**src/rtl/tuple_grant_arbiter.sv**
```systemverilog
// Two-requester round-robin arbiter with a bounded hold time.
// Grants are one-hot or all-zero and decode only from flops, so they never depend on the current inputs.
module tuple_grant_arbiter #(
    parameter int MAX_HOLD = 4,
    parameter int CNT_W    = 3
) (
    input  logic             CLK,
    input  logic             RESET,
    input  logic             req__0,
    input  logic             req__1,
    input  logic             release_req,
    output logic             gnt__0,
    output logic             gnt__1,
    output logic             busy,
    output logic             owner,
    output logic [CNT_W-1:0] hold_cnt
);

    typedef enum logic {IDLE, OWN} state_t;

    localparam logic [CNT_W-1:0] HOLD_LAST = CNT_W'(MAX_HOLD - 1);

    state_t           state_q, state_d;
    logic             owner_q, owner_d;
    logic             ptr_q, ptr_d;
    logic [CNT_W-1:0] cnt_q, cnt_d;
    logic             req_owner, req_other, hold_end;

    // NOTE: sequential state uses non-blocking assignments only; blocking here would race with other flops.
    always_ff @(posedge CLK) begin
        if (RESET) begin
            state_q <= IDLE;
            owner_q <= 1'b0;
            ptr_q   <= 1'b0;
            cnt_q   <= '0;
        end else begin
            state_q <= state_d;
            owner_q <= owner_d;
            ptr_q   <= ptr_d;
            cnt_q   <= cnt_d;
        end
    end

    // NOTE: every signal gets a default before the case so no path leaves it unassigned and infers a latch.
    always_comb begin
        state_d   = state_q;
        owner_d   = owner_q;
        ptr_d     = ptr_q;
        cnt_d     = cnt_q;
        req_owner = owner_q ? req__1 : req__0;
        req_other = owner_q ? req__0 : req__1;
        hold_end  = 1'b0;

        case (state_q)
            IDLE: begin
                if (req__0 | req__1) begin
                    state_d = OWN;
                    owner_d = (req__0 & req__1) ? ptr_q : req__1;
                    cnt_d   = '0;
                end
            end
            OWN: begin
                hold_end = release_req | ~req_owner | ((cnt_q == HOLD_LAST) & req_other);
                if (hold_end) begin
                    // The finishing owner loses the next tie whether or not the other side takes over now.
                    ptr_d = ~owner_q;
                    cnt_d = '0;
                    if (req_other) begin
                        owner_d = ~owner_q;
                    end else begin
                        state_d = IDLE;
                        owner_d = 1'b0;
                    end
                end else if (cnt_q != HOLD_LAST) begin
                    cnt_d = cnt_q + CNT_W'(1);
                end
            end
            default: state_d = IDLE;
        endcase
    end

    always_comb begin
        busy     = (state_q == OWN);
        gnt__0   = busy & ~owner_q;
        gnt__1   = busy & owner_q;
        owner    = busy & owner_q;
        hold_cnt = cnt_q;
    end

endmodule

```
**config.mk**
```make
export PLATFORM = sky130hd
export DESIGN_NAME = tuple_grant_arbiter
export DESIGN_NICKNAME = d
export VERILOG_FILES = /design/src/rtl/tuple_grant_arbiter.sv
export SDC_FILE = /design/constraint.sdc
export NUM_CORES = 1
export LEC_CHECK = 0
export ABC_AREA = 1
export CORE_AREA = 3 3 40 42
export CTS_CLUSTER_DIAMETER = 40
export DETAILED_ROUTE_END_ITERATION = 12
export DIE_AREA = 0 0 43 45
export GPL_TIMING_DRIVEN = 0
export HOLD_SLACK_MARGIN = 0.08
export PLACE_DENSITY = 0.59
export SLEW_MARGIN = 25
export SYNTH_ARGS = -nofsm -noshare
export SYNTH_HDL_FRONTEND = slang
export SYNTH_SLANG_ARGS = --single-unit
```
**constraint.sdc**
```tcl
create_clock -name CLK -period 3.5 [get_ports CLK]
set_clock_uncertainty 0.2 [all_clocks]
set_input_delay 0.7 -clock CLK [delete_from_list [all_inputs] [get_ports CLK]]
set_output_delay 0.7 -clock CLK [all_outputs]
set_load 0.01 [all_outputs]
```
==> metrics.md, run 1 <==
| Metric | Value |
|---|---|
| Status | `complete, no violations` |
| # setup viols final | `0` |
| Die area | `1940 µm²` |
| Area leader, netlist | `dfxtp_1` |
| Number of buffers created by CTS | `3` |
| Max-cap violations | `0` |
| Starting Density | `0.340` |
| DR pass1 iterations | `4` |
| Seq cells post-synth | `6` |
| Post-synth EDFFs | `0` |
| Crit path max fanout | `9` |
| Post-route ant nets | `0` |
| Worst-case clock buffer depth | `2` |
| TNS Setup | `0 ps` |
| HP Class | `reg2reg` |
| PwrDens | `353 nW/µm²` |
| Clock latency at the later pin of the worst-skew pair | `240 ps` |
| Post-layout util | `0.458` |
| Clock transition at path regs | `50 ps` |
| Die Width | `43 µm` |
| Area grow syn2layout | `34.7%` |
| CTS Sinks | `6` |
| DR vias/cell | `4.49` |
| Top cells by area, synth | `dfxtp_1 (28%), nand2_1 (8.6%), nand3_1 (8.0%)` |
| Worst Tran Pin Value | `353 ps` |
| # port buffers | `11` |
| Core Region | `1280 µm²` |
| Row Count | `13` |
| Endpoints failing hold | `0` |
| Synth top area share | `0.275` |
| Sequential share of power | `0.380` |
| Htree depth | `1` |
| PnR worst setup slack | `1080 ps` |
| Worst path arrival time | `1520 ps` |
| Final min period | `2420 ps` |
| Internal | `142 µW` |
| Comb pwr share | `0.309` |
| Starting DRT DRC Count | `4` |
| Grt total ovfl | `0` |
| Slew Limit Fails | `0` |
| CTS-repair resized insts | `0` |
| Routed len/inst | `9.96 µm` |
| Library cells used by synthesis | `20` |
| Number of post-CTS setup repair buffers | `0` |
| ANT cells | `0` |
| CTS tree | `yes` |
| Post-route DRC | `0` |
| Net Sw Frac | `0.313` |
| Final HPWL DP | `696 µm` |
| Clock network power share | `0.311` |
| LEAKAGE | `0.000264 µW` |
| GRT Util Overall | `0.111` |
| Syn Inst Count | `61` |
| Crit Path Class | `reg2out` |
| Largest net degree at the start of global routing | `10` |
| Detailed Route WL | `896 µm` |
| Global placement routability congestion | `0.770` |
| CP Cell Sequence | `clkbuf_4 -> nand2_1 -> inv_2 -> buf_4 -> clkdlybuf4s50_1` |
| Vert. Die Dim | `45 µm` |
| Tcrit/Tclk final | `0.692` |
| Asr flop ratio synth | `0` |
| Via Count | `404` |
| First-pass GRT wire length | `1590 µm` |
| Vias in the first global route | `389` |
| Unrepaired setup endpoints after global routing | `no` |
| Yosys warns | `0` |
| IO Count | `12` |
| Synth Flop Type | `dfxtp_1` |
| Pre-CTS setup slack | `1300 ps` |
| Clock Root Buffer | `clkbuf_4` |
| Critical Path RT | `2600 ps` |
| Hold_buf cts | `0` |
| Filler instances | `145` |
| Syn nets | `68` |
| Peak supply drop | `225 µV` |
| Layout cells sized above 1 | `0.213` |
| Final nets | `84` |
| CP startpoint kind | `flop` |
| Switch Pwr | `64.9 µW` |
| Slowest cell on the critical path | `clkdlybuf4s50_1` |
| Syn Area/Cell | `7.16 µm²` |
| Max-slew headroom | `0.762` |
| Fmax | `413 MHz` |
| Netlist Area Pre-Place | `437 µm²` |
| Sequential area share after synthesis | `0.275` |
| Initial antenna violation count | `0` |
| Crit end category | `primary output` |
| Max stage delay on crit path | `520 ps` |
logic make-up after synthesis:
group / Yosys count / share of synthesized area
compound gates: 8 / 0.0917
fa+ha+maj: 2 / 0.0573
buf+inv: 11 / 0.112
flops: 6 / 0.275
simple gates: 34 / 0.464
path summary, 6_finish.rpt:
check | from | endpoint | slack, ps | depth (start not counted)
worst max-delay path | busy$_SDFF_PP0_ | owner | 1080 | 5
worst max register to register | hold_cnt[0]$_SDFFE_PP0P_ | owner_q$_SDFFE_PP0P_ | 1910 | 7
worst min register to register | ptr_q$_SDFFE_PP0P_ | ptr_q$_SDFFE_PP0P_ | 270 | 2
worst min-delay path | ptr_q$_SDFFE_PP0P_ | ptr_q$_SDFFE_PP0P_ | 270 | 2
sequential cells by signal, summed over array words and instances, names as in the netlist:
register,count
ptr_q,1
hold_cnt,3
owner_q,1
busy,1
per-layer routing:
metal | vias to the layer above | track usage | wire length [µm]
met5 | - | 0 | 0
met4 | 0 | 0.0904 | 17
met3 | 2 | 0.0279 | 37
met2 | 9 | 0.156 | 390
met1 | 163 | 0.141 | 451
li1 | 230 | - | -
placed cells by master (no fill, tap or decap), drive strengths merged:
cell type | Yosys | routed
inv | 8 | 8
nor2 | 8 | 8
nand4 | 3 | 3
o21ai | 2 | 2
dfxtp | 6 | 6
a21oi | 6 | 6
ha | 2 | 2
clkdlybuf4s50 | 0 | 11
buf | 1 | 1
clkinv | 1 | 1
nand3 | 8 | 8
clkbuf | 1 | 4
nand2 | 13 | 13
nor3 | 2 | 2
Yosys cell counts (all sizes together) (2+ instances only):
master   n
a21oi    6
nor2     8
dfxtp    6
nand4    3
nand3    8
o21ai    2
nand2   13
nor3     2
inv      8
ha       2
power by group through the flow:
stage	combinational [µW]	clock [µW]	sequential (µW)
after floorplan	40.5	0	80.9
after global placement	64.2	0	80.5
after detailed placement	64.4	0	80.2
after CTS	64.7	68.7	79.0
after global routing	72.0	76.5	79.7
final	64.0	64.4	78.9
critical path, delay by kind of cell (launching register included):
| family | cells | cell delay (ps) |
|---|---|---|
| flops | 1 | 320 |
| simple gates | 1 | 80 |
| buf+inv | 4 | 880 |
per-stage QoR:
step                area [µm²]  std cells  hold slack, ps  total power (µW)
floorplan                  437         61             234               121
global placement           566         87             263               145
detailed placement         566         87             260               145
CTS                        588         90             269               212
global route               588         90             306               228
finish                     588         90             266               207
cell type report:
class / count / area [µm²] / share of cell area
multi-input combinational: 44 / 268 / 0.455
buffer: 2 / 15.0 / 0.0255
timing repair buffer: 11 / 110 / 0.187
tap: 15 / 18.8 / 0.0319
clock buffer: 3 / 22.5 / 0.0383
sequential: 6 / 120 / 0.204
inverter: 9 / 33.8 / 0.0574
Note: power is estimated with default switching activity, not from simulation.
==> run 2: changes to the inputs <==
clock period = 2.35 ns   (was 3.5 ns; I/O delays follow)
==> results of run 2 <==
The final DEF is identical to that of run 1. Status: complete, no violations.
Main changes from that run: setup slack after placement 1300 ps -> 381 ps; setup slack after layout 1080 ps -> 158 ps; register-to-register setup slack 1910 ps -> 760 ps; total power 207 µW -> 309 µW; worst IR drop on VDD 225 µV -> 335 µV
